**config.mk**
```make
export PLATFORM = sky130hd
export DESIGN_NAME = sha256_block_loader_flat
export DESIGN_NICKNAME = d
export VERILOG_FILES = /design/src/rtl/sha256_block_loader_if.sv /design/src/rtl/sha256_block_loader.sv /design/src/flat_wrapper.sv
export SDC_FILE = /design/constraint.sdc
export NUM_CORES = 1
export LEC_CHECK = 0
export BUFFER_PORTS_ARGS = -buffer_cell sky130_fd_sc_hd__buf_2
export CORE_UTILIZATION = 40
export DETAILED_ROUTE_END_ITERATION = 10
export GPL_ROUTABILITY_DRIVEN = 0
export GPL_TIMING_DRIVEN = 1
export SETUP_SLACK_MARGIN = 0.02
export SYNTH_ARGS = -nofsm -noshare
export SYNTH_HDL_FRONTEND = slang
export SYNTH_SLANG_ARGS = --single-unit
```
**constraint.sdc**
```tcl
create_clock -name clk -period 4.6 [get_ports clk]
set_clock_uncertainty 0.2 [all_clocks]
set_input_delay 0 -clock clk [delete_from_list [all_inputs] [get_ports clk]]
set_output_delay 0 -clock clk [all_outputs]
set_load 0.02 [all_outputs]
```
**src/rtl/sha256_block_loader_if.sv**
```systemverilog
// Interface bundle for sha256_block_loader.
// Groups the request inputs, the memory read port and the block output
// handshake of the loader.
//   start, message_addr, nonce  : load request (host -> loader)
//   mem_addr, mem_we            : memory read address / write enable (loader -> memory)
//   mem_read_data               : synchronous read data (memory -> loader)
//   blk_data, blk_valid, blk_last, blk_ready : padded block handshake
//   busy, done                  : status
// Modports: slave = the loader itself, master = the host/memory/hasher side.
interface sha256_block_loader_if;
    logic        start;
    logic [15:0] message_addr;
    logic [31:0] nonce;
    logic [15:0] mem_addr;
    logic        mem_we;
    logic [31:0] mem_read_data;
    logic [31:0] blk_data [16];
    logic        blk_valid;
    logic        blk_ready;
    logic        blk_last;
    logic        busy;
    logic        done;

    modport slave (
        input  start, message_addr, nonce, mem_read_data, blk_ready,
        output mem_addr, mem_we, blk_data, blk_valid, blk_last, busy, done
    );

    modport master (
        output start, message_addr, nonce, mem_read_data, blk_ready,
        input  mem_addr, mem_we, blk_data, blk_valid, blk_last, busy, done
    );
endinterface

```
**src/rtl/sha256_block_loader.sv**
```systemverilog
// sha256_block_loader
// Reads a MSG_WORDS-word message from a synchronous-read memory, substitutes
// word NONCE_IDX with a sampled nonce, and presents the SHA-256 padded stream
// one 16-word block at a time over a valid/ready handshake.
// Ports:
//   clk      : rising-edge clock
//   reset_n  : asynchronous active-low reset
//   bus      : sha256_block_loader_if.slave (request, memory port, block
//              handshake, busy/done status)
module sha256_block_loader #(
    parameter int MSG_WORDS = 20,
    parameter int NONCE_IDX = 19
) (
    input  logic                    clk,
    input  logic                    reset_n,
    sha256_block_loader_if.slave    bus
);

    localparam int          NB        = (MSG_WORDS + 18) / 16;
    localparam logic [31:0] MSG_LEN   = 32'(MSG_WORDS);
    localparam logic [31:0] NONCE_POS = 32'(NONCE_IDX);
    localparam logic [31:0] LEN_POS   = 32'(16 * NB - 1);
    localparam logic [31:0] BIT_LEN   = 32'(MSG_WORDS * 32);
    localparam logic [6:0]  LAST_BLK  = 7'(NB - 1);

    typedef enum logic [1:0] {IDLE, FETCH, PRESENT, FINISH} state_t;

    state_t      state_reg, state_next;
    logic [15:0] base_reg;
    logic [31:0] nonce_reg;
    logic [6:0]  blk_reg;
    logic [4:0]  cnt_reg;
    logic [15:0] mem_addr_reg;
    logic        blk_last_reg;
    logic [31:0] blk_data_reg [16];

    // Stream position of word 0 of the current block, and how many of its
    // words come from the message (0..16).
    logic [31:0] pos_base;
    logic [31:0] remaining;
    logic [4:0]  blk_words;
    logic [31:0] cur_pos;
    logic [15:0] fetch_addr;
    logic        fetch_rd;
    logic        fetch_last;

    always_comb begin
        pos_base   = {21'd0, blk_reg, 4'd0};
        remaining  = (MSG_LEN > pos_base) ? (MSG_LEN - pos_base) : 32'd0;
        blk_words  = (remaining >= 32'd16) ? 5'd16 : remaining[4:0];
        cur_pos    = pos_base + {27'd0, cnt_reg};
        fetch_addr = base_reg + pos_base[15:0] + {11'd0, cnt_reg};
        // The nonce word is never read from memory; the address simply holds.
        fetch_rd   = (state_reg == FETCH) && (cnt_reg < blk_words) && (cur_pos != NONCE_POS);
        fetch_last = (cnt_reg == blk_words);
    end

    // State register
    always_ff @(posedge clk or negedge reset_n) begin
        if (!reset_n) begin
            state_reg <= IDLE;
        end else begin
            state_reg <= state_next;
        end
    end

    // Next state and status outputs
    always_comb begin
        state_next    = state_reg;
        bus.busy      = (state_reg != IDLE);
        bus.done      = 1'b0;
        bus.blk_valid = 1'b0;
        case (state_reg)
            IDLE: begin
                if (bus.start) begin
                    state_next = FETCH;
                end
            end
            FETCH: begin
                if (fetch_last) begin
                    state_next = PRESENT;
                end
            end
            PRESENT: begin
                bus.blk_valid = 1'b1;
                if (bus.blk_ready) begin
                    state_next = blk_last_reg ? FINISH : FETCH;
                end
            end
            FINISH: begin
                bus.done   = 1'b1;
                state_next = IDLE;
            end
            default: begin
                state_next = IDLE;
            end
        endcase
    end

    // Control datapath
    always_ff @(posedge clk or negedge reset_n) begin
        if (!reset_n) begin
            base_reg     <= 16'd0;
            nonce_reg    <= 32'd0;
            blk_reg      <= 7'd0;
            cnt_reg      <= 5'd0;
            mem_addr_reg <= 16'd0;
            blk_last_reg <= 1'b0;
        end else begin
            if (fetch_rd) begin
                mem_addr_reg <= fetch_addr;
            end
            case (state_reg)
                IDLE: begin
                    if (bus.start) begin
                        base_reg     <= bus.message_addr;
                        nonce_reg    <= bus.nonce;
                        blk_reg      <= 7'd0;
                        cnt_reg      <= 5'd0;
                        blk_last_reg <= 1'b0;
                    end
                end
                FETCH: begin
                    if (fetch_last) begin
                        cnt_reg      <= 5'd0;
                        blk_last_reg <= (blk_reg == LAST_BLK);
                    end else begin
                        cnt_reg <= cnt_reg + 5'd1;
                    end
                end
                PRESENT: begin
                    if (bus.blk_ready) begin
                        blk_last_reg <= 1'b0;
                        blk_reg      <= blk_reg + 7'd1;
                    end
                end
                default: begin
                end
            endcase
        end
    end

    assign bus.mem_addr = fetch_rd ? fetch_addr : mem_addr_reg;
    assign bus.mem_we   = 1'b0;
    assign bus.blk_last = blk_last_reg;

    // Per-word block register. Padding and nonce words are loaded in the
    // first FETCH cycle; message word gi is captured in FETCH cycle gi+1,
    // when the data for the address issued in cycle gi is on mem_read_data.
    generate
        for (genvar gi = 0; gi < 16; gi++) begin : g_word
            logic [31:0] word_pos;
            logic        is_msg;
            logic        is_nonce;
            logic        load_const;
            logic        capture;
            logic [31:0] const_val;

            always_comb begin
                word_pos   = pos_base + 32'(gi);
                is_msg     = (word_pos < MSG_LEN);
                is_nonce   = is_msg && (word_pos == NONCE_POS);
                load_const = (state_reg == FETCH) && (cnt_reg == 5'd0) && (!is_msg || is_nonce);
                capture    = (state_reg == FETCH) && (cnt_reg == 5'(gi + 1)) && is_msg && !is_nonce;
                if (is_nonce) begin
                    const_val = nonce_reg;
                end else if (word_pos == MSG_LEN) begin
                    const_val = 32'h8000_0000;
                end else if (word_pos == LEN_POS) begin
                    const_val = BIT_LEN;
                end else begin
                    const_val = 32'd0;
                end
            end

            always_ff @(posedge clk or negedge reset_n) begin
                if (!reset_n) begin
                    blk_data_reg[gi] <= 32'd0;
                end else if (load_const) begin
                    blk_data_reg[gi] <= const_val;
                end else if (capture) begin
                    blk_data_reg[gi] <= bus.mem_read_data;
                end
            end

            assign bus.blk_data[gi] = blk_data_reg[gi];
        end
    endgenerate

endmodule

```
**src/flat_wrapper.sv**
```systemverilog
// flat-port wrapper written by rule: the top's interface ports become plain ports
module sha256_block_loader_flat 
#(
    parameter int MSG_WORDS = 20,
    parameter int NONCE_IDX = 19
)
  (clk, reset_n, bus_start, bus_message_addr, bus_nonce, bus_mem_read_data, bus_blk_ready, bus_mem_addr, bus_mem_we, bus_blk_data, bus_blk_valid, bus_blk_last, bus_busy, bus_done);
  sha256_block_loader_if bus_i ();
  input  logic clk;
  input  logic reset_n;
  input wire logic [$bits(bus_i.start)-1:0] bus_start;
  input wire logic [$bits(bus_i.message_addr)-1:0] bus_message_addr;
  input wire logic [$bits(bus_i.nonce)-1:0] bus_nonce;
  input wire logic [$bits(bus_i.mem_read_data)-1:0] bus_mem_read_data;
  input wire logic [$bits(bus_i.blk_ready)-1:0] bus_blk_ready;
  output wire logic [$bits(bus_i.mem_addr)-1:0] bus_mem_addr;
  output wire logic [$bits(bus_i.mem_we)-1:0] bus_mem_we;
  output wire logic [$bits(bus_i.blk_data)-1:0] bus_blk_data;
  output wire logic [$bits(bus_i.blk_valid)-1:0] bus_blk_valid;
  output wire logic [$bits(bus_i.blk_last)-1:0] bus_blk_last;
  output wire logic [$bits(bus_i.busy)-1:0] bus_busy;
  output wire logic [$bits(bus_i.done)-1:0] bus_done;
  assign bus_i.start = bus_start;
  assign bus_i.message_addr = bus_message_addr;
  assign bus_i.nonce = bus_nonce;
  assign bus_i.mem_read_data = bus_mem_read_data;
  assign bus_i.blk_ready = bus_blk_ready;
  assign bus_mem_addr = bus_i.mem_addr;
  assign bus_mem_we = bus_i.mem_we;
  assign bus_blk_data = {>>{bus_i.blk_data}};
  assign bus_blk_valid = bus_i.blk_valid;
  assign bus_blk_last = bus_i.blk_last;
  assign bus_busy = bus_i.busy;
  assign bus_done = bus_i.done;
  sha256_block_loader #(.MSG_WORDS(MSG_WORDS), .NONCE_IDX(NONCE_IDX)) u_core (.clk(clk), .reset_n(reset_n), .bus(bus_i));
endmodule
```
# Yosys cells after proc, flatten, opt, wreduce, memory -nomap -nowiden
# Index checks and enable logic that the tools add are counted.
# W data, S select, Z words.
[word_totals] wordCells=384 register_bits=591 out_inout_bits=533 inputBits=84
[op_classes] magnitude_cmp=19 n_reduce_logical=154 addsub=21 n_mux=97 n_eq_ne=70
[op_table] cell="$mux W32" n=63
[op_table] cell="$eq A32 B5 Y1 const B" n=45
[op_table] cell="$lt A32 B5 Y1 const B" n=15
[op_table] cell="$mux W10" n=15
[op_table] cell="$add A11 B4 Y12 const B" n=8
[op_table] cell="$logic_and A1 B1 Y1" n=81
[op_table] cell="$add A11 B3 Y12 const B" n=4
[op_table] cell="$eq A5 B4 Y1 const B" n=8
[op_table] cell="$reduce_bool A2 Y1" n=19
[op_table] cell="$ge A32 B5 Y1 const B" n=1
[op_table] cell="$ne A32 B5 Y1 const B" n=1
[op_table] cell="$logic_not A1 Y1" n=31
[op_table] cell="$add A11 B2 Y12 const B" n=2
[op_table] cell="$eq A5 B3 Y1 const B" n=4
[op_table] cell="$add A16 B11 Y16" n=1
[op_table] cell="$add A16 B5 Y16" n=1
[op_table] cell="$mux W16" n=1
[op_table] cell="$logic_or A1 B1 Y1" n=15
[op_table] cell="$mux W5" n=3
[op_table] cell="$mux W7" n=2
[op_table] cell="$pmux W7 S2" n=1
[op_table] cell="$add A11 B1 Y12 const B" n=1
[op_table] cell="$add A11 B5 Y12" n=1
[op_table] cell="$sub A5 B11 Y12 const A" n=1
[op_table] cell="other kinds (25)" n=37

# Longest topological paths before layout
# Gate-level depths: netlist (run 1).
[logic_depth] depth_word=8 ltp_mapped=12 ltp_nobuf=10

# Worst setup path before layout (run 1)
# Ideal clock, no wire load.
[synth_timing] kind="register to register" start="reg u_core.blk_reg[3]" end="reg u_core.mem_addr_reg[4]" path_slack_ns=1.160 path_buffers=3 period_less_slack_ns=3.440 setup_ns=0.191 arrival_time_ns=3.049 path_stages_with_launch=12 required_ns=4.209 cell_sequence="dfrtp_1 -> or4_1 -> buf_2 -> nor3_4 -> nor3b_1 -> ha_1 -> nor2b_1 -> o211ai_1 -> a21o_1 -> clkbuf_1 -> buf_1 -> o31ai_1"
[synth_via] elab_chain_cells=8 elab_cells_between_ends=11 classes_between="add/sub: 2; order compare: 3; eq/ne: 1; mux: 3; reduce/logical: 2"
[synth_rtl] item="from (decl)" line_no="sha256_block_loader.sv:31" source="logic [6:0] blk_reg;"
[synth_rtl] item="from (signal assigned)" line_no="sha256_block_loader.sv:134" source="blk_reg <= blk_reg + 7'd1;"
[synth_rtl] item="$sub A5 B11 Y12 or $gt A5 B11 Y1 (tied branches)" line_no="sha256_block_loader.sv:49" source="remaining = (MSG_LEN > pos_base) ? (MSG_LEN - pos_base) : 32'd0;"
[synth_rtl] item="$mux W32" line_no="sha256_block_loader.sv:49"
[synth_rtl] item="$ge A32 B5 Y1" line_no="sha256_block_loader.sv:50" source="blk_words = (remaining >= 32'd16) ? 5'd16 : remaining[4:0];"
[synth_rtl] item="$mux W5" line_no="sha256_block_loader.sv:50"
[synth_rtl] item="$lt A5 B5 Y1" line_no="sha256_block_loader.sv:54" source="fetch_rd = (state_reg == FETCH) && (cnt_reg < blk_words) && (cur_pos != NONCE_POS);"
[synth_rtl] item="$logic_and A1 B1 Y1" line_no="sha256_block_loader.sv:54"
[synth_rtl] item="$logic_and A1 B1 Y1 (*)" line_no="sha256_block_loader.sv:54"
[synth_rtl] item="$mux W16 (*)"
[synth_rtl] item="net bus_mem_addr[4]" line_no="flat_wrapper.sv:16" source="output wire logic [$bits(bus_i.mem_addr)-1:0] bus_mem_addr;"
[synth_rtl] item="to (signal assigned)" line_no="sha256_block_loader.sv:111" source="mem_addr_reg <= fetch_addr;"
[synth_rtl] item="to (decl)" line_no="sha256_block_loader.sv:33" source="logic [15:0] mem_addr_reg;"
# Mark *: on every way through the listed nets, which the timed path passes. The rest lies on a longest branch.
# A chain may end at the register's enable or synchronous reset.

# Final worst setup path (run 1)
[layout_timing] start="reg u_core.cnt_reg[2]" end="out bus_mem_addr[13]"
[layout_via] elab_chain_cells=4 elab_cells_between_ends=7 classes_between="add/sub: 2; order compare: 1; eq/ne: 1; mux: 1; reduce/logical: 2"
[layout_rtl] item="from (decl)" line_no="sha256_block_loader.sv:32" source="logic [4:0] cnt_reg;"
[layout_rtl] item="from (signal assigned)" line_no="sha256_block_loader.sv:128" source="cnt_reg <= cnt_reg + 5'd1;"
[layout_rtl] item="$add A11 B5 Y12 or $lt A5 B5 Y1 (tied branches)" line_no="sha256_block_loader.sv:51, sha256_block_loader.sv:54"
[layout_rtl] item="$ne A32 B5 Y1 or $logic_and A1 B1 Y1 (tied branches)" line_no="sha256_block_loader.sv:54"
[layout_rtl] item="$logic_and A1 B1 Y1" line_no="sha256_block_loader.sv:54"
[layout_rtl] item="$mux W16 (*)" line_no="sha256_block_loader.sv:143" source="assign bus.mem_addr = fetch_rd ? fetch_addr : mem_addr_reg;"
[layout_rtl] item="to (decl)" line_no="flat_wrapper.sv:16"
# Every way passes the cells marked *; elsewhere a longest branch is shown, timed or not.

==> metrics, run 1 <==
Slew Limit Fails 0; post-synthesis register bit count between 500 and 600; Detailed Routing Iterations Pass 1 5; Overflow after GRT 0; num rows 91; Core Region just over 60000 µm²; initial core utilization around two fifths; sequential area share after synthesis about 60%; vias in the first global route a little over 20k; synth warn 0; Power per Cell Area between 700 and 800 nW/µm²; critical path class flop to output pin; Top delay family on crit path compound AO/OA/AOI/OAI gates; DR iter-0 viols approximately 1.7k; IO buf count between 600 and 700; Post-Syn Area ~25000 µm²; critical path arrival slightly above 4 ns; max reg flops between 500 and 600; # nets final between 3k and 4k; Pleak approximately 18 nW; Mean Syn Cell Area 10.5 µm²; clock root cell clkbuf_16; cell count after synthesis between 2k and 2.5k; WP buf/inv 1; total CTS buffers 61; Crit path required time approximately 4.4 ns; Boundary Pins between 600 and 700; CTS Buffer Depth 3; slowest CP cell o311ai_0; post-synthesis cell type count between 50 and 60; Worst Path Max Fanout 14; crit end category output pin; Clock Latency Late Sink a little over 0.6 ns; Hold WS between 0.08 and 0.09 ns; status finished clean; TNS Setup 0 ns; initial antenna violation count 1; vias per inst approximately 5.3; CP peak stage delay approximately 0.83 ns; RSZ-0062 raised after global routing false; first-pass GRT wire length 136 mm; VDD IR max ~0.39 mV; Worst-Margin Slew around 1.1 ns; post-route cell area around 32000 µm²; number of synthesized flops with an enable pin 0; syn_nets 2496; placed cells 3675; GRT Total Usage 28.8%; FMAX 0.230 GHz; Die ar. 63300 µm²; Avg WL per Cell about 24 µm; max-cap violation count 0; share of cells above drive strength 1 27.6%; Post-DP Area about 29000 µm²; TritonCTS clock tree yes; dpl ws around 0.77 ns; Final ANT Viol Nets 0; Synth Flop Type dfrtp_1; DP HPWL approximately 60 mm; final hold viol count 0; Tmin final approximately 4.4 ns; worst hold path class input pin to flop; asr flop ratio synth 100%; largest net degree at the start of global routing about 160; Layout area overhead 29.1%; residual DRC count 0; DIE WIDTH about 250 µm; clk sinks slightly below 600; critical path startpoint category flop; chip height 252 µm; H-tree lvl count 2; via count 20.8k; Final WS setup 0.248 ns; post-route insts no fill slightly below 4k; # setup viols final 0; critical path, cell by cell ha_1 -> fa_1 -> a211oi_1 -> nor2_1 -> o311ai_0 -> a21boi_0 -> o31ai_1 -> buf_2; clock slew at reported path FFs 0.06 ns; relative slew slack 27.1%; fin crit share 94.6%; total wire length about 93 mm
what timing repair did:
action	4_1_cts	5_1_grt
hold buffers	139	0
buffers inserted	0	1
endpoints found under the setup margin	0	12
resized for setup	0	2
endpoints found under the hold margin	694	0
kinds of logic (layout without fill, tap and decap cells):
group           Yosys count  in the layout  synth area share, %
simple gates            931            931                 15.3
flops                   591            591                 59.4
mux                     302            302                 12.5
compound gates          300            300                 7.11
buf+inv                 203            914                 3.37
fa+ha+maj                37             37                 1.92
xor+xnor                 10             10                0.352
other cells               1              2               0.0151
power by group:
part | switching [mW] | internal [mW] | leakage (nW)
sequential | 1.32 | 7.61 | 7.38
clock | 2.09 | 3.04 | 1.01
combinational | 7.58 | 3.85 | 9.32
total | 11.0 | 14.5 | 17.7
through the flow:
stage | utilization, % | total power, mW
floorplan | - | 15.8
finish | 52.2 | 25.5
global placement | 46.6 | 19.9
detailed placement | 46.6 | 20.2
CTS | 52.2 | 25.6
global route | 52.2 | 26.8
final timing paths:
kind	cells after the start	startpoint	slack [ns]	to
setup / recovery	8	u_core.cnt_reg[2]$_DFFE_PN0P_	0.25	bus_mem_addr[13]
hold / removal	5	bus_blk_ready	0.09	u_core.state_reg[1]$_DFFE_PN0P_
setup reg to reg	7	u_core.cnt_reg[2]$_DFFE_PN0P_	0.96	u_core.mem_addr_reg[13]$_DFF_PN0_
hold reg to reg	2	u_core.mem_addr_reg[5]$_DFF_PN0_	0.27	u_core.mem_addr_reg[5]$_DFF_PN0_
max in group asynchronous	5	reset_n	2.98	u_core.nonce_reg[14]$_DFFE_PN0P_
min in group asynchronous	4	reset_n	0.48	u_core.bus.blk_data[332]$_DFFE_PN0P_
cell usage in the layout, fill, tap and decap left out, drive strengths merged, types with 4 or more instances in the layout:
cell and instances:
inv 13, nand2 548, and3 11, buf 655, o21ai 23, xnor2 7
nor3b 4, mux2 78, a221o 4, nand3 80, mux2i 224, dlygate4sd3 138
o31ai 5, ha 35, nand4 4, o211ai 4, nand2b 5, clkinv 10
nor2b 5, dfrtp 591, a211oi 6, a21oi 199, clkbuf 89, bufinv 7
a21o 7, and2 5, nor2 250, and4 4, a22o 33
tightest hold or removal path, cell delays in order:
cell and delay [ns]:
dlygate4sd3_1 0.55, buf_2 0.13, inv_1 0.04, o21ai_0 0.08
nand2_1 0.06
area by class of cell:
| cell class | count | area (µm²) |
|---|---|---|
| clock inverters | 19 | 290 |
| multi-input cells | 1581 | 9330 |
| fillers | 5559 | 29400 |
| repair buffers | 793 | 4890 |
| diodes | 1 | 2.50 |
| clock buffers | 89 | 1770 |
| well taps | 837 | 1050 |
| flip-flops and latches | 591 | 14800 |
| inverters | 13 | 48.8 |
synthesized netlist by cell type (2+ instances only):
cell type	count	area [µm²]
dfrtp_1	591	14800
nand2_1	548	2060
nor2_1	250	938
mux2i_1	224	2240
a21oi_1	199	996
clkbuf_1	127	477
mux2_2	78	878
nand3_1	73	365
buf_2	57	285
ha_1	35	438
a22o_1	33	289
o21ai_0	23	115
inv_1	13	48.8
and3_1	11	68.8
a21o_1	7	52.6
nand3_2	7	70.1
xnor2_1	7	61.3
a211oi_1	6	45.0
and2_1	5	31.3
nand2b_1	5	31.3
nor2b_1	5	31.3
o31ai_1	5	37.5
a221o_1	4	40.0
and4_1	4	35.0
buf_1	4	15.0
nand4_1	4	25.0
o211ai_1	4	30.0
nor3b_1	3	22.5
o2111a_1	3	33.8
o21a_1	3	22.5
o21bai_1	3	22.5
or2_2	3	18.8
or4_1	3	22.5
xor2_1	3	26.3
a21boi_0	2	15.0
buf_4	2	15.0
fa_1	2	40.0
routing by layer:
metal / part of all wire [%] / global-route usage (%) / up-vias
met5: 0 / 0 / -
met4: 3.8 / 10.8 / 0
met3: 7.7 / 6.62 / 183
met2: 48 / 47.8 / 929
met1: 40 / 36.5 / 10400
li1: - / - / 9223
Power figures use the tool's default switching activity.
==> run 2: changes to the inputs <==
--- a/config.mk
+++ b/config.mk
@@ -6,7 +6,7 @@
 export NUM_CORES = 1
 export LEC_CHECK = 0
 export BUFFER_PORTS_ARGS = -buffer_cell sky130_fd_sc_hd__buf_2
-export CORE_UTILIZATION = 40
+export CORE_UTILIZATION = 30
 export DETAILED_ROUTE_END_ITERATION = 10
 export GPL_ROUTABILITY_DRIVEN = 0
 export GPL_TIMING_DRIVEN = 1
==> run 2 against run 1 <==
Cell area up 2.5%; via count is 0.32% lower; critical path depth rose by 1; clock-buffer cell count up 7; flip-flop and latch count did not move; non-clock buffer count increased by 18; power rose by 2.0%; routed wire length is 1.9% higher; register-to-register slack better by 0.13 ns; critical path type unchanged; largest power group unchanged; highest routed layer unchanged.
==> metrics, run 2 (synthesis results as in run 1) <==
total CTS buffers 70 (was 61); Detailed Routing Iterations Pass 1 5 (unchanged); residual DRC count 0 (unchanged); Die ar. 84200 µm² (was 63300 µm²); max-cap violation count 0 (unchanged); via count 20.7k (was 20.8k); VDD IR max 0.429 mV (was 0.386 mV); placed cells 3919 (was 3675); clock slew at reported path FFs 0.05 ns (was 0.06 ns); Power per Cell Area 788 nW/µm² (was 792 nW/µm²); clk sinks 591 (unchanged); Worst-Margin Slew 1.05 ns (was 1.09 ns); Net Sw Frac 42.4% (was 43.1%); CTS Buffer Depth 3 (unchanged); Overflow after GRT 0 (unchanged); R2R Path Start u_core.cnt_reg[1]$_DFFE_PN0P_ (was u_core.cnt_reg[2]$_DFFE_PN0P_); crit end category output pin (unchanged); Power Internal 15.0 mW (was 14.5 mW); status finished clean (unchanged); initial antenna violation count 2 (was 1); Hold WS 0.0825 ns (was 0.0883 ns); Worst Path Max Fanout 6 (was 14); critical path arrival 4.02 ns (was 4.15 ns); commonest non-fill, non-tap cell in the layout buf_2 (unchanged); largest net degree at the start of global routing 105 (was 164); relative slew slack 29.9% (was 27.1%); total wire length 94.5 mm (was 92.8 mm); # nets final 3189 (was 3162); part of the power in combinational logic 43.8% (was 44.8%); critical path startpoint category flop (unchanged); Clock Latency Late Sink 0.59 ns (was 0.61 ns); IO buf count 615 (unchanged); DR iter-0 viols 1417 (was 1691); chip height 290 µm (was 252 µm); initial core utilization 30.3% (was 40.4%); clock root cell clkbuf_16 (unchanged); FMAX 0.237 GHz (was 0.230 GHz); Core Region 82100 µm² (was 61600 µm²); DIE WIDTH 290 µm (was 252 µm); first-pass GRT wire length 141 mm (was 136 mm); Tmin final 4.22 ns (was 4.35 ns); fin crit share 91.7% (was 94.6%); post-route insts no fill 4193 (was 3924); max reg flops 512 (unchanged); Slew Limit Fails 0 (unchanged); most frequent cells in the layout buf_2 (614), dfrtp_1 (591), nand2_1 (548) (unchanged); FF-to-FF End u_core.mem_addr_reg[13]$_DFF_PN0_ (unchanged); H-tree lvl count 3 (was 2); Clk pwr share 22.2% (was 20.2%); TritonCTS clock tree yes (unchanged); Boundary Pins 617 (unchanged); Min-Delay Endpoint u_core.state_reg[1]$_DFFE_PN0P_ (unchanged); Pleak 18.0 nW (was 17.7 nW); R2R setup slack 1.09 ns (was 0.96 ns); # setup viols final 0 (unchanged); Avg WL per Cell 22.5 µm (was 23.6 µm); vias in the first global route 20.7k (about the same); share of cells above drive strength 1 28.3% (was 27.6%); DP HPWL 61.4 mm (was 60.3 mm); Worst Min Path Start bus_blk_ready (unchanged); Layout area overhead 32.3% (was 29.1%); TNS Setup 0 ns (unchanged); Hold Crit Depth 5 (unchanged); RSZ-0062 raised after global routing false (unchanged); vias per inst 4.93 (was 5.29); final hold viol count 0 (unchanged); Crit path required time 4.40 ns (about the same); fill cell total of the finished layout 7976 (was 5559); Final ANT Viol Nets 0 (unchanged); worst reg2reg path depth 8 (was 7); critical path class flop to output pin (unchanged); num rows 105 (was 91); Reg power frac 34.0% (was 35.0%); worst hold path class input pin to flop (unchanged); Psw 11.0 mW (about the same); GRT Total Usage 22.2% (was 28.8%)
==> run 2: cell types whose count changed in the layout (fill, tap and decap cells not counted), sizes merged <==
cell and change:
clkinv +8, dlygate4sd3 +7, inv +2, buf +11
clkinvlp +1, clkbuf +7
==> run 2: area by class of cell <==
type                    count  area, µm²  share of cell area [%]
diodes                      1       2.50                 0.00759
clock buffers              96       1990                    6.04
clock inverters            30        400                    1.21
inverters                  13       48.8                   0.148
multi-input cells        1581       9340                    28.4
flip-flops and latches    591      14800                    44.9
well taps                1070       1340                    4.06
repair buffers            811       5040                    15.3
==> run 2: worst max-delay path by stage <==
| stage | slack [ns] | start | end |
|---|---|---|---|
| after floorplan | 1.16 | u_core.blk_reg[3]$_DFFE_PN0P_ | u_core.mem_addr_reg[4]$_DFF_PN0_ |
| after global placement | 0.79 | u_core.blk_reg[3]$_DFFE_PN0P_ | bus_mem_addr[10] |
| after detailed placement | 0.73 | u_core.blk_reg[3]$_DFFE_PN0P_ | bus_mem_addr[10] |
| after CTS | 0.06 | u_core.blk_reg[3]$_DFFE_PN0P_ | bus_mem_addr[10] |
| after global routing | 0.09 | u_core.cnt_reg[1]$_DFFE_PN0P_ | bus_mem_addr[13] |
| final | 0.38 | u_core.cnt_reg[1]$_DFFE_PN0P_ | bus_mem_addr[13] |
==> run 2: routing by layer <==
metal | part of all wire, % | track usage [%]
met5 | 0 | 0
met4 | 3.1 | 7.27
met3 | 7.1 | 5.20
met2 | 48 | 36.7
met1 | 42 | 28.5
==> run 2: worst max-delay path, stage by stage (launching register included) <==
cell and delay, ns:
dfrtp_1 0.45, ha_1 0.34, ha_1 0.25, fa_1 0.44, a211oi_1 0.30, nor2_1 0.12
o311ai_0 0.71, a21boi_0 0.22, o31ai_1 0.37, buf_2 0.23
==> run 2: what timing repair did <==
action,4_1_cts,5_1_grt
buffers inserted,0,1
resized for setup,0,2
hold buffers,146,0
endpoints found under the setup margin,0,13
hold endpoints to repair,984,0
==> run 2: power groups by stage <==
stage / clock network (mW) / logic, mW / registers, mW
floorplan: 0 / 4.48 / 11.3
global placement: 0 / 11.1 / 8.78
detailed placement: 0 / 11.2 / 8.87
CTS: 5.90 / 11.4 / 8.81
global route: 6.12 / 12.2 / 9.11
finish: 5.77 / 11.4 / 8.83
==> run 2: per-stage QoR <==
| step | area, µm² | power [mW] | setup WS [ns] | utilization [%] |
|---|---|---|---|---|
| finish | 33000 | 26.0 | 0.381 | 40.1 |
| global route | 33000 | 27.5 | 0.0899 | 40.1 |
| CTS | 32900 | 26.1 | 0.0647 | 40.1 |
| detailed placement | 29100 | 20.1 | 0.734 | 35.4 |
| global placement | 29100 | 19.9 | 0.787 | 35.4 |
| floorplan | 24900 | 15.8 | 1.16 | - |
==> run 3: changes to the inputs <==
--- a/config.mk
+++ b/config.mk
@@ -5,11 +5,13 @@
 export SDC_FILE = /design/constraint.sdc
 export NUM_CORES = 1
 export LEC_CHECK = 0
+export ABC_AREA = 1
 export BUFFER_PORTS_ARGS = -buffer_cell sky130_fd_sc_hd__buf_2
 export CORE_UTILIZATION = 30
 export DETAILED_ROUTE_END_ITERATION = 10
 export GPL_ROUTABILITY_DRIVEN = 0
 export GPL_TIMING_DRIVEN = 1
+export PLACE_DENSITY = 0.56
 export SETUP_SLACK_MARGIN = 0.02
 export SYNTH_ARGS = -nofsm -noshare
 export SYNTH_HDL_FRONTEND = slang
==> run 3 against run 2 <==
Clock-buffer cell count increased by 2; cell area is 1.3% lower; final cell count increased by 6.1%; largest power group unchanged; sequential power is 5.9% lower; combinational power barely moved; critical endpoint is now bus_mem_addr[3]; synthesized cell count grew 7.2%.
==> metrics, run 3 <==
critical path, cell by cell nor2_2 -> nand2_2 -> nor2_4 -> nand2_1 -> ha_1 -> nand2_1 -> nand3b_1 -> a21oi_1 -> buf_4 -> inv_1 -> o21ai_0 -> buf_2 (was ha_1 -> ha_1 -> fa_1 -> a211oi_1 -> nor2_1 -> o311ai_0 -> a21boi_0 -> o31ai_1 -> buf_2); critical path startpoint category flop (unchanged); commonest non-fill, non-tap cell in the layout nand2_1 (was buf_2); vias per inst 4.67 (was 4.93); Hold Crit Depth 4 (was 5); relative slew slack 26.3% (was 29.9%); syn_nets 2666 (was 2496); max reg flops 512 (unchanged); initial core utilization 30.5% (was 30.3%); worst hold path class input pin to flop (unchanged); Power per Cell Area 771 nW/µm² (was 788 nW/µm²); dpl ws 1.40 ns (was 0.734 ns); post-route insts no fill 4449 (was 4193); GRT Total Usage 21.4% (was 22.2%); number of synthesized flops with an enable pin 0 (unchanged); vias in the first global route 20.3k (was 20.7k); cell count after synthesis 2545 (was 2375); hold_buf cts 229 (was 146); share of cells above drive strength 1 23.3% (was 28.3%); clk sinks 591 (unchanged); Post-DP Area 27900 µm² (was 29100 µm²); Worst path most repeated cell nand2_1 (was ha_1); VDD IR max 0.387 mV (was 0.429 mV); total CTS buffers 68 (was 70); slowest CP cell nor2_4 (was o311ai_0); post-synthesis cell type count 35 (was 56); Tmin final 3.77 ns (was 4.22 ns); post-route cell area 32500 µm² (was 33000 µm²); first-pass GRT wire length 131 mm (was 141 mm); Final ANT Viol Nets 0 (unchanged); Avg WL per Cell 19.6 µm (was 22.5 µm); critical path class flop to output pin (unchanged); final hold viol count 0 (unchanged); Crit path required time 4.40 ns (about the same); Finished Core Util 41.8% (was 40.1%); Die ar. 80200 µm² (was 84200 µm²); Detailed Routing Iterations Pass 1 7 (was 5); Synth Flop Type dfrtp_1 (unchanged); Worst-Margin Slew 1.10 ns (was 1.05 ns); CTS Buffer Depth 3 (unchanged); # nets final 3475 (was 3189); clock root cell clkbuf_16 (unchanged); FMAX 0.265 GHz (was 0.237 GHz); Mean Syn Cell Area 9.32 µm² (was 10.5 µm²); Area contributors post-synth dfrtp_1 (62%), nand2_1 (14%), o21ai_0 (8.2%) (was dfrtp_1 (59%), mux2i_1 (9.0%), nand2_1 (8.3%)); # setup viols final 0 (unchanged); total wire length 87.1 mm (was 94.5 mm); top cell type's share of synthesized area 62.3% (was 59.4%); DR iter-0 viols 1732 (was 1417); initial antenna violation count 2 (unchanged); Post-Syn Area 23700 µm² (was 24900 µm²); Final WS setup 0.827 ns (was 0.381 ns); fin crit share 82.0% (was 91.7%); synth warn 0 (unchanged); placed cells 4095 (was 3919); Hold WS 0.0732 ns (was 0.0825 ns); Pleak 17.0 nW (was 18.0 nW); Post-CTS Setup Bufs 0 (unchanged); Slew Limit Fails 0 (unchanged); count leader, synth nand2_1 (was dfrtp_1); Resize count post-CTS 0 (unchanged); clock slew at reported path FFs 0.06 ns (was 0.05 ns); fill cell total of the finished layout 7763 (was 7976); Clock Latency Late Sink 0.61 ns (was 0.59 ns); most frequent cells in the layout nand2_1 (888), buf_2 (614), dfrtp_1 (591) (was buf_2 (614), dfrtp_1 (591), nand2_1 (548)); worst reg2reg path depth 11 (was 8); via count 20.8k (was 20.7k); sequential area share after synthesis 62.3% (was 59.4%); Worst Path Max Fanout 21 (was 6); DIE WIDTH 283 µm (was 290 µm); largest net degree at the start of global routing 116 (was 105); Boundary Pins 617 (unchanged); TNS Setup 0 ns (unchanged); DP HPWL 58.9 mm (was 61.4 mm); TritonCTS clock tree yes (unchanged); asr flop ratio synth 100% (unchanged); H-tree lvl count 3 (unchanged); critical path arrival 3.57 ns (was 4.02 ns); CP peak stage delay 0.50 ns (was 0.71 ns); post-synthesis register bit count 591 (unchanged); chip height 283 µm (was 290 µm); Synth area leader dfrtp_1 (unchanged); max-cap violation count 0 (unchanged); leading cell types by count after synthesis nand2_1 (889), dfrtp_1 (591), o21ai_0 (390) (was dfrtp_1 (591), nand2_1 (548), nor2_1 (250)); crit end category output pin (unchanged); num rows 102 (was 105); Power Total 25.1 mW (was 26.0 mW); IO buf count 615 (unchanged); status finished clean (unchanged); Core Region 77800 µm² (was 82100 µm²); Layout area overhead 37.1% (was 32.3%); Overflow after GRT 0 (unchanged); RSZ-0062 raised after global routing false (unchanged); residual DRC count 0 (unchanged)
run 3: power by group:
group          internal (mW)  total (mW)  switching [mW]
logic                   3.43        11.2            7.72
registers               7.24        8.31            1.07
clock network           3.33        5.62            2.30
total                   14.0        25.1            11.1
run 3: layout make-up:
class / instances / area [µm²] / share of cell area, %
flip-flops and latches: 591 / 14800 / 45.5
diodes: 5 / 12.5 / 0.0385
well taps: 1040 / 1300 / 4.00
clock buffers: 98 / 2000 / 6.14
clock inverters: 22 / 327 / 1.00
inverters: 133 / 502 / 1.54
multi-input cells: 1681 / 7850 / 24.1
repair buffers: 879 / 5750 / 17.7
run 3: critical path, delay by kind of cell (launching register included):
family	cells	cell delay, ns
AND/OR/NAND/NOR	6	1.07
buffers and inverters	3	0.68
AO/OA/AOI/OAI	2	0.44
flip-flops	1	0.43
adder cells (fa/ha/maj)	1	0.31
run 3: final timing paths:
kind	to	slack (ns)	start
worst max-delay path	bus_mem_addr[3]	0.83	u_core.blk_reg[4]$_DFFE_PN0P_
worst min-delay path	u_core.blk_reg[1]$_DFFE_PN0P_	0.07	bus_blk_ready
worst max register to register	u_core.bus.blk_data[9]$_DFFE_PN0P_	1.42	u_core.blk_reg[0]$_DFFE_PN0P_
worst min register to register	u_core.mem_addr_reg[2]$_DFF_PN0_	0.27	u_core.mem_addr_reg[2]$_DFF_PN0_
max in group asynchronous	u_core.bus.blk_data[273]$_DFFE_PN0P_	3.09	reset_n
min in group asynchronous	u_core.bus.blk_data[24]$_DFFE_PN0P_	0.48	reset_n
run 3: per-layer routing:
layer  vias up  global-route usage [%]  part of all wire, %
met4         0                    6.97                  2.8
met2       659                    34.5                   47
li1       9921                       -                    -
met3       129                    4.57                  6.5
met1     10100                    28.5                   44
met5         -                       0                    0
run 3: cells by family (layout without fill, tap and decap cells):
kind of cell	after synthesis	count (layout)	share of synthesized area (%)
compound gates	525	525	11.5
buf+inv	273	1132	4.78
simple gates	1109	1109	19.0
other cells	1	6	0.0158
xor+xnor	9	9	0.332
flops	591	591	62.3
fa+ha+maj	37	37	2.01
